<file path="src/rtl/mips_pkg.sv">
// Shared MIPS core definitions: instruction width, default reset PC and the
// fetch-entry payload handed from fetch to decode.
package mips_pkg;

    localparam int unsigned INSTR_W = 32;
    localparam int unsigned PC_W    = 32;

    localparam logic [31:0] RESET_PC_DEFAULT = 32'h0000_3000;

    typedef struct packed {
        logic [PC_W-1:0]    pc;
        logic [INSTR_W-1:0] instr;
        logic [PC_W-1:0]    pc4;
    } fetch_entry_t;

endpackage

</file>
<file path="src/rtl/fetch_fifo.sv">
// Generic synchronous FIFO with a flush input; DEPTH must be a power of two.
// Storage is not reset: the empty flag qualifies the read data.
module fetch_fifo #(
    parameter int unsigned WIDTH = 96,
    parameter int unsigned DEPTH = 2
) (
    input  logic             clk,
    input  logic             reset,
    input  logic             flush,
    input  logic             push,
    input  logic [WIDTH-1:0] wdata,
    input  logic             pop,
    output logic [WIDTH-1:0] rdata,
    output logic             full,
    output logic             empty
);

    localparam int unsigned PTR_W = (DEPTH > 1) ? $clog2(DEPTH) : 1;
    localparam int unsigned CNT_W = $clog2(DEPTH + 1);

    logic [WIDTH-1:0] mem [DEPTH];
    logic [PTR_W-1:0] wr_ptr;
    logic [PTR_W-1:0] rd_ptr;
    logic [CNT_W-1:0] count;
    logic             do_push;
    logic             do_pop;

    assign empty   = (count == '0);
    assign full    = (count == CNT_W'(DEPTH));
    assign do_pop  = pop & ~empty;
    assign do_push = push & (~full | do_pop);
    assign rdata   = mem[rd_ptr];

    always_ff @(posedge clk) begin
        if (do_push && !flush) begin
            mem[wr_ptr] <= wdata;
        end
    end

    // Flush wins over any concurrent push/pop.
    always_ff @(posedge clk or negedge reset) begin
        if (!reset) begin
            wr_ptr <= '0;
            rd_ptr <= '0;
            count  <= '0;
        end else if (flush) begin
            wr_ptr <= '0;
            rd_ptr <= '0;
            count  <= '0;
        end else begin
            if (do_push) begin
                wr_ptr <= wr_ptr + PTR_W'(1);
            end
            if (do_pop) begin
                rd_ptr <= rd_ptr + PTR_W'(1);
            end
            count <= count + CNT_W'(do_push) - CNT_W'(do_pop);
        end
    end

endmodule

</file>
<file path="src/rtl/fetch_unit.sv">
// Instruction-fetch stage: owns the PC, addresses instruction memory and queues
// {pc, instr, pc+4} for decode. Optional macro FETCH_ALIGN_CHECK_EN enables fetch_err.
module fetch_unit
    import mips_pkg::*;
#(
    parameter int unsigned AW        = 32,
    parameter logic [31:0] RESET_PC  = RESET_PC_DEFAULT,
    parameter int unsigned IM_ADDR_W = 10,
    parameter int unsigned FQ_DEPTH  = 2
) (
    input  logic                 clk,
    input  logic                 reset,
    output logic [IM_ADDR_W-1:0] im_addr,
    input  logic [INSTR_W-1:0]   im_dout,
    input  logic                 redirect_valid,
    input  logic [AW-1:0]        redirect_pc,
    output logic                 out_valid,
    input  logic                 out_ready,
    output logic [INSTR_W-1:0]   out_instr,
    output logic [AW-1:0]        out_pc,
    output logic [AW-1:0]        out_pc4,
    output logic                 fetch_err
);

    localparam int unsigned ENTRY_W = 2 * AW + INSTR_W;

    logic [AW-1:0]      pc;
    logic [AW-1:0]      pc_plus4;
    logic               pop;
    logic               push;
    logic               fifo_full;
    logic               fifo_empty;
    logic [ENTRY_W-1:0] head;
    logic [AW-1:0]      head_pc;
    logic [INSTR_W-1:0] head_instr;
    logic [AW-1:0]      head_pc4;

    assign pc_plus4 = pc + AW'(4);
    assign im_addr  = pc[IM_ADDR_W+1:2];
    assign pop      = out_valid & out_ready;
    assign push     = ~redirect_valid & (~fifo_full | pop);

    fetch_fifo #(
        .WIDTH(ENTRY_W),
        .DEPTH(FQ_DEPTH)
    ) u_fifo (
        .clk  (clk),
        .reset(reset),
        .flush(redirect_valid),
        .push (push),
        .wdata({pc, im_dout, pc_plus4}),
        .pop  (pop),
        .rdata(head),
        .full (fifo_full),
        .empty(fifo_empty)
    );

    // Head fields are forced to zero while the queue is empty.
    assign {head_pc, head_instr, head_pc4} = head;
    assign out_valid = ~fifo_empty;
    assign out_pc    = out_valid ? head_pc    : '0;
    assign out_instr = out_valid ? head_instr : '0;
    assign out_pc4   = out_valid ? head_pc4   : '0;

    always_ff @(posedge clk or negedge reset) begin
        if (!reset) begin
            pc <= AW'(RESET_PC);
        end else if (redirect_valid) begin
            pc <= {redirect_pc[AW-1:2], 2'b00};
        end else if (push) begin
            pc <= pc_plus4;
        end
    end

`ifdef FETCH_ALIGN_CHECK_EN
    logic err_q;

    // Sticky until reset; the fetch itself still uses the aligned target.
    always_ff @(posedge clk or negedge reset) begin
        if (!reset) begin
            err_q <= 1'b0;
        end else if (redirect_valid && (redirect_pc[1:0] != 2'b00)) begin
            err_q <= 1'b1;
        end
    end

    assign fetch_err = err_q;
`else
    logic unused_redirect_lsb;

    assign unused_redirect_lsb = ^redirect_pc[1:0];
    assign fetch_err           = 1'b0;
`endif

endmodule
</file>
<file path="config.mk">
export PLATFORM = sky130hd
export DESIGN_NAME = fetch_unit
export DESIGN_NICKNAME = d
export VERILOG_FILES = /design/src/rtl/mips_pkg.sv /design/src/rtl/fetch_fifo.sv /design/src/rtl/fetch_unit.sv
export SDC_FILE = /design/constraint.sdc
export NUM_CORES = 1
export LEC_CHECK = 0
export CORE_MARGIN = 2
export CORE_UTILIZATION = 45
export DETAILED_ROUTE_END_ITERATION = 16
export MAX_ROUTING_LAYER = met4
export PLACE_DENSITY_LB_ADDON = 0.15
export SYNTH_ARGS = -nofsm -noshare
export SYNTH_HDL_FRONTEND = slang
export SYNTH_SLANG_ARGS = --single-unit
export TNS_END_PERCENT = 30
</file>
<file path="constraint.sdc">
create_clock -name clk -period 23.8 [get_ports clk]
set_input_delay 4.76 -clock clk [delete_from_list [all_inputs] [get_ports clk]]
set_output_delay 4.76 -clock clk [all_outputs]
set_load 0.05 [all_outputs]
</file>
==> flow_results.org <==
** Routing
- In the routed design, unresolved DRC markers number 0.
- Number of antenna-violating nets in the routed design :: 0
- The final route contains 5,928 vias.
- Detailed router's first-iteration violation count :: 581
- Using the TritonRoute via totals, the vias-per-cell ratio works out to 5.214.
- The pre-antenna-repair detailed-routing pass consisted of 5 iterations.
- The final layout contains routed wiring with a total length of 20,080 um.
- Routed WL per cell :: 17.66 um

** Placed design
- Including well taps, the total number of placed cells is 1,095.
- Buffers on Ports :: 168
- Post-DP HPWL :: 12,740 um
- Post-Place Cell Area :: 11,250 um^2
- Final estimated routing congestion in global placement :: 0.7957

** Power and ir drop
- Seq pwr share :: 34.2%
- Switching power summed over all nets :: 0.6047 mW
- Worst ir drop on vdd :: 0.06489 mV
- Pint :: 0.8954 mW
- Net switching share of the total power :: 40.31%
- Portion of total power attributed to the clock network :: 23.8%
- In this run the power density over the cells is 124.9 nW/um^2.
- The share of total power dissipated in combinational logic is 42.1%.
- Standby leakage power :: 4.045 nW

** STA
- The smallest clock period supported by the final layout is computed as 8.263 ns.
- Fin. Hold Viols :: 0
- Timing would allow up to 0.1210 GHz.
- Worst Hold Slack :: 0.5771 ns
- Clock Skew :: 0.01964 ns
- The number of slew-limit violations in the final report is 0.
- Setup repair after global routing missed its margin :: false
- The final critical path takes up 34.72% of the cycle.
- Number of setup violations in the final report :: 0
- After routing, the total negative slack on setup checks comes to 0 ns.
- Normalized max-slew margin :: 24.51%
- For the pin with the worst max-slew slack, the measured transition is 1.131 ns.

** Synth
- The number of different library cells used by synthesis comes to 37.
- Share of Yosys cell area claimed by the top area cell type :: 58.37%
- Main combinational cell family by area after synthesis :: simple AND/OR/NAND/NOR gates
- Share of synthesized area spent on multiplexers :: 9.833%
- In the post-synthesis netlist, the cell with the most instances is sky130_fd_sc_hd__edfxtp_1.
- Number of enable flip-flop cells after synthesis :: 184
- Total standard cell area after synthesis :: 9467 um^2
- Post-synthesis register bit count :: 218
- Counting flops with an async set or reset pin after synthesis yields a share of 15.60%.
- The cell count after synthesis came out at 705.
- The Yosys step of the flow raised 0 warnings.
- Summed over all instances, the cell type with the most area after synthesis is sky130_fd_sc_hd__edfxtp_1.
- Synth Area in XOR/XNOR :: 3.886%
- Of the total synthesized cell area, the portion taken by AND, OR, NAND and NOR gates is 11.62%.
- Portion of the post-synthesis area used by sequential elements :: 67.38%
- Synth Area in Compound Gates :: 3.212%
- Adder and majority gate portion of the synthesized area :: 0.3965%
- After synthesis, the mean cell area works out to 13.43 um^2.
- By count the netlist is led by 184 x sky130_fd_sc_hd__edfxtp_1, 128 x sky130_fd_sc_hd__nor2_1, 93 x sky130_fd_sc_hd__mux2i_1.
- Primary flip-flop cell chosen by synthesis mapping :: sky130_fd_sc_hd__edfxtp_1
- Largest cells by area after synthesis :: sky130_fd_sc_hd__edfxtp_1 58%, sky130_fd_sc_hd__mux2i_1 9.8%, sky130_fd_sc_hd__dfrtp_1 8.5%

** Clocking
- The tree built by TritonCTS fans out to 218 sinks.
- Buffers added to address setup during post-CTS repair amount to 0.
- Buffers inserted to repair hold after CTS numbered 0.
- Cell at the root of the clock tree :: sky130_fd_sc_hd__clkbuf_16
- Clock-pin slew was measured on the worst setup and hold paths at 0.06 ns.
- In this run the number of H-tree levels came out at 1.
- Max clock buf depth :: 3
- Clock tree from TritonCTS :: done
- Once the clock tree was built, the resizer swapped 0 gates to a different size.
- In this run, CTS created clock tree buffers numbering 23.
- The clock reaches the later pin of the worst-skew pair after 0.51 ns.

** Flow run
- Reported max-cap violation count :: 0

** Floorplanning
- The floorplan has 53 rows.
- The die covers 22,210 um^2.
- For this design the top-level I/O count stands at 176.
- Initial Utilization :: 45.46%
- Die Y-Extent :: 149.0 um
- The floorplan step defined a core boundary enclosing 20,820 um^2.
- The floorplan step set the die width to 149.0 um.

** Final layout
- Number of filler cells placed in the layout :: 1,690
- Synth-to-Final Area Change :: 26.88%
- Final non-filler cell total :: 1,137
- Area of all placed cells without fillers :: 12,010 um^2
- The number of antenna diodes in the final layout is 0.
- Multi-input logic area :: 2781 um^2
- For this run, the post-layout net count is 916.
- Layout cell share with drive strength beyond 1 :: 6.265%
- Summing all flip-flop and latch instances after layout gives 6382 um^2.

** Setup path
- Highest net fanout along the worst path :: 62
- The critical path is of the reg -> out type.
- Measured in cells, the most critical reg-to-reg path has a length of 10.
- Data on the critical path arrives at its endpoint at 3.50 ns.
- Kind of capture point of the worst setup path :: output pin
- For the worst setup path, the data required time is 19.04 ns.
- STA classifies the critical path startpoint as a flop.

** Hold path
- The worst hold path was traced through 2 stages.
- Worst hold path class :: reg -> reg

** Outcome
- Run status :: finished, final reports clean

** Global route
- Across every metal layer, demand over resource in global routing totals 18.40%.
- Overflow after GRT :: 0
- Largest net degree at the start of global routing :: 69
- Antenna violations before repair :: 0
- The first global-routing pass estimated 31,400 um of wire.
- Number of global-route vias before repair :: 6,011
area by class of cell:
| cell class | instances | share of cell area, % |
|---|---|---|
| clock buffer | 29 | 5.146 |
| tap | 275 | 2.865 |
| inverter | 5 | 0.1563 |
| clock inverter | 13 | 1.208 |
| timing repair buffer | 174 | 14.33 |
| sequential | 218 | 53.14 |
| multi-input combinational | 423 | 23.16 |
flip-flops by register name, indices dropped and copies added, names as in the netlist:
register and cells:
u_fifo.rd_ptr 1, u_fifo.count 2, u_fifo.wr_ptr 1, pc 30
u_fifo.mem 184
power by group through the flow:
stage	combinational, mW	sequential (mW)	clock [mW]
after detailed placement	0.639	0.521	0
after global routing	0.666	0.519	0.381
final	0.631	0.513	0.356
after floorplan	0.451	0.504	0
after global placement	0.634	0.518	0
after CTS	0.641	0.513	0.367
final timing paths:
kind	end	slack [ns]	startpoint
max in group asynchronous	u_fifo.rd_ptr	18.83	reset
min	pc[13]	0.58	pc[13]
max reg2reg	u_fifo.count[1]	20.62	u_fifo.count[1]
min in group asynchronous	pc[15]	4.36	reset
min reg2reg	pc[13]	0.58	pc[13]
max	out_pc4[17]	15.54	u_fifo.rd_ptr
cells by family after synthesis:
family / count (synthesis)
AO/OA/AOI/OAI: 49
XOR/XNOR: 42
adder cells (fa/ha/maj): 3
buffers and inverters: 68
flip-flops: 218
multiplexers: 93
other: 1
AND/OR/NAND/NOR: 231
cells in the final DEF (no fill, tap or decap), types with 16 or more instances in the layout:
master	count
sky130_fd_sc_hd__nor2_1	127
sky130_fd_sc_hd__o21ai_0	16
sky130_fd_sc_hd__clkbuf_16	23
sky130_fd_sc_hd__a31oi_1	19
sky130_fd_sc_hd__mux2i_1	93
sky130_fd_sc_hd__nand2_1	28
sky130_fd_sc_hd__xor2_1	24
sky130_fd_sc_hd__xnor2_1	18
sky130_fd_sc_hd__clkdlybuf4s50_1	167
sky130_fd_sc_hd__or4_1	19
sky130_fd_sc_hd__dfrtp_1	31
sky130_fd_sc_hd__edfxtp_1	184
per-stage QoR:
step | power (mW) | utilization (%) | setup slack (ns)
after global placement | 1.152 | 54.02 | 15.11
after detailed placement | 1.160 | 54.02 | 15.02
after floorplan | 0.9548 | - | 11.72
final | 1.500 | 57.69 | 15.54
after CTS | 1.521 | 57.69 | 15.43
after global routing | 1.566 | 57.69 | 15.24
worst max-delay path: stages (launching register included):
cell and delay, ns:
sky130_fd_sc_hd__dfrtp_4 0.82, sky130_fd_sc_hd__buf_4 0.91, sky130_fd_sc_hd__mux2i_1 0.19, sky130_fd_sc_hd__nor2_1 0.14
sky130_fd_sc_hd__clkdlybuf4s50_1 0.85
layer usage:
| metal | track usage (%) | routed length (um) | vias up |
|---|---|---|---|
| met4 | 5.524 | 476 | 0 |
| met3 | 2.844 | 1177 | 31 |
| met1 | 24.49 | 8980 | 2854 |
| met2 | 29.49 | 9450 | 196 |
| met5 | - | 0 | - |
| li1 | - | - | 2847 |
No activity file was read; power rests on OpenSTA's default activity.
==> patch (same flow settings) <==
Add a define of `FETCH_ALIGN_CHECK_EN`.
--- a/src/rtl/fetch_unit.sv
+++ b/src/rtl/fetch_unit.sv
@@ -1,5 +1,7 @@
 // Instruction-fetch stage: owns the PC, addresses instruction memory and queues
 // {pc, instr, pc+4} for decode. Optional macro FETCH_ALIGN_CHECK_EN enables fetch_err.
+`define FETCH_ALIGN_CHECK_EN
+
 module fetch_unit
     import mips_pkg::*;
 #(
Formal check against the unedited RTL: not equivalent (a bounded check fails within 4 cycles, from zero or initial values and one cycle with reset low).
==> patch against the unedited design <==
Setup slack worse by 0.045 ns. Area after synthesis grew 0.34%. Synthesized cell count is the same. Critical path type unchanged. Count of clock-buffer cells in the layout rose by 1. Critical path depth stayed put. Register-to-register slack gained 0.39 ns. Total power hardly changed. Routed wire length increased by 2.1%. Sequential cell count grew 1. Global-route usage up 0.25 points. Final area up 0.40%. Fmax decreased by 0.54%. Clock power barely moved.
==> patch: results <==
set metrics [dict create \
    status "finished clean" \
    yosys-top-cells-count "edfxtp_1 (184), nor2_1 (128), mux2i_1 (93), dfrtp_1 (33), nand2_1 (28)" \
    synth_xor_area_share_pct 3.87 \
    worstReg2RegStart "pc[3]" \
    leakage_nw 4.06 \
    n_all_buffers 178 \
    viasPerCell 5.23 \
    synthAdderAreaFrac_pct 0.395 \
    p_int_mw 0.895 \
    wl_per_cell_um 18.0 \
    ff2ff_setup_slack_ns 21.01 \
    grt.met2_usage_pct 29.2 \
    drive_gt1_share_pct 6.11 \
    critPathMaxFanout 52 \
    met1Wirelength_mm 9.39 \
    grt_usage_pct 18.7 \
    r2r_cells 5 \
    buf_share_pct 14.6 \
    layout.nets 921 \
    use_met1_pct 25.3 \
    critPathSlowestCell "dfrtp_4" \
    grt_max_degree 66 \
    netSwitchingPower_mw 0.606 \
    route.met2.wl_mm 9.51 \
    wl_met3_mm 1.16 \
    globalplace.congestion 0.823 \
    synth_top_cells_by_area "edfxtp_1 (58%), mux2i_1 (9.8%), dfrtp_1 (8.7%)" \
    hold_depth 1 \
    min_to "fetch_err" \
    hp-start "fetch_err" \
    ir_worst_vdd_uv 67.8 \
    grt_pass1_vias 6120 \
    grt_pass1_wl_mm 31.9 \
    dr.pass1.iters 4 \
    port_buffers 171 \
    hold_slack_ns 0.491 \
    yosysSeqAreaShare_pct 67.4 \
    power_density_mw_per_mm2 124 \
    place_worst_setup_slack_ns 15.13 \
    tightestPinTransition_ns 1.15 \
    n_fill_cell 1738 \
]
## patch: through the flow
step	total power, mW	instances
4_1_cts	1.52	1142
2_1_floorplan	0.956	708
3_3_place_gp	1.15	1100
3_5_place_dp	1.16	1100
6_report	1.50	1142
5_1_grt	1.57	1142
## patch: how the worst max path moves through the flow
stage	from	to	slack [ns]	cells past startpoint
final	u_fifo.rd_ptr	out_pc[31]	15.49	4
after global placement	redirect_valid	u_fifo.mem[1][37]	15.25	4
after CTS	u_fifo.rd_ptr	out_pc[31]	15.43	4
after detailed placement	redirect_valid	u_fifo.mem[1][53]	15.13	4
after global routing	u_fifo.rd_ptr	out_pc[31]	15.33	4
after floorplan	out_ready	u_fifo.mem[0][10]	11.72	4
## patch: power groups by stage
stage / clock [mW] / combinational (mW) / sequential [mW]
after floorplan: 0 / 0.451 / 0.506
after global placement: 0 / 0.630 / 0.523
after detailed placement: 0 / 0.634 / 0.525
after CTS: 0.362 / 0.636 / 0.518
after global routing: 0.379 / 0.663 / 0.523
final: 0.355 / 0.629 / 0.517
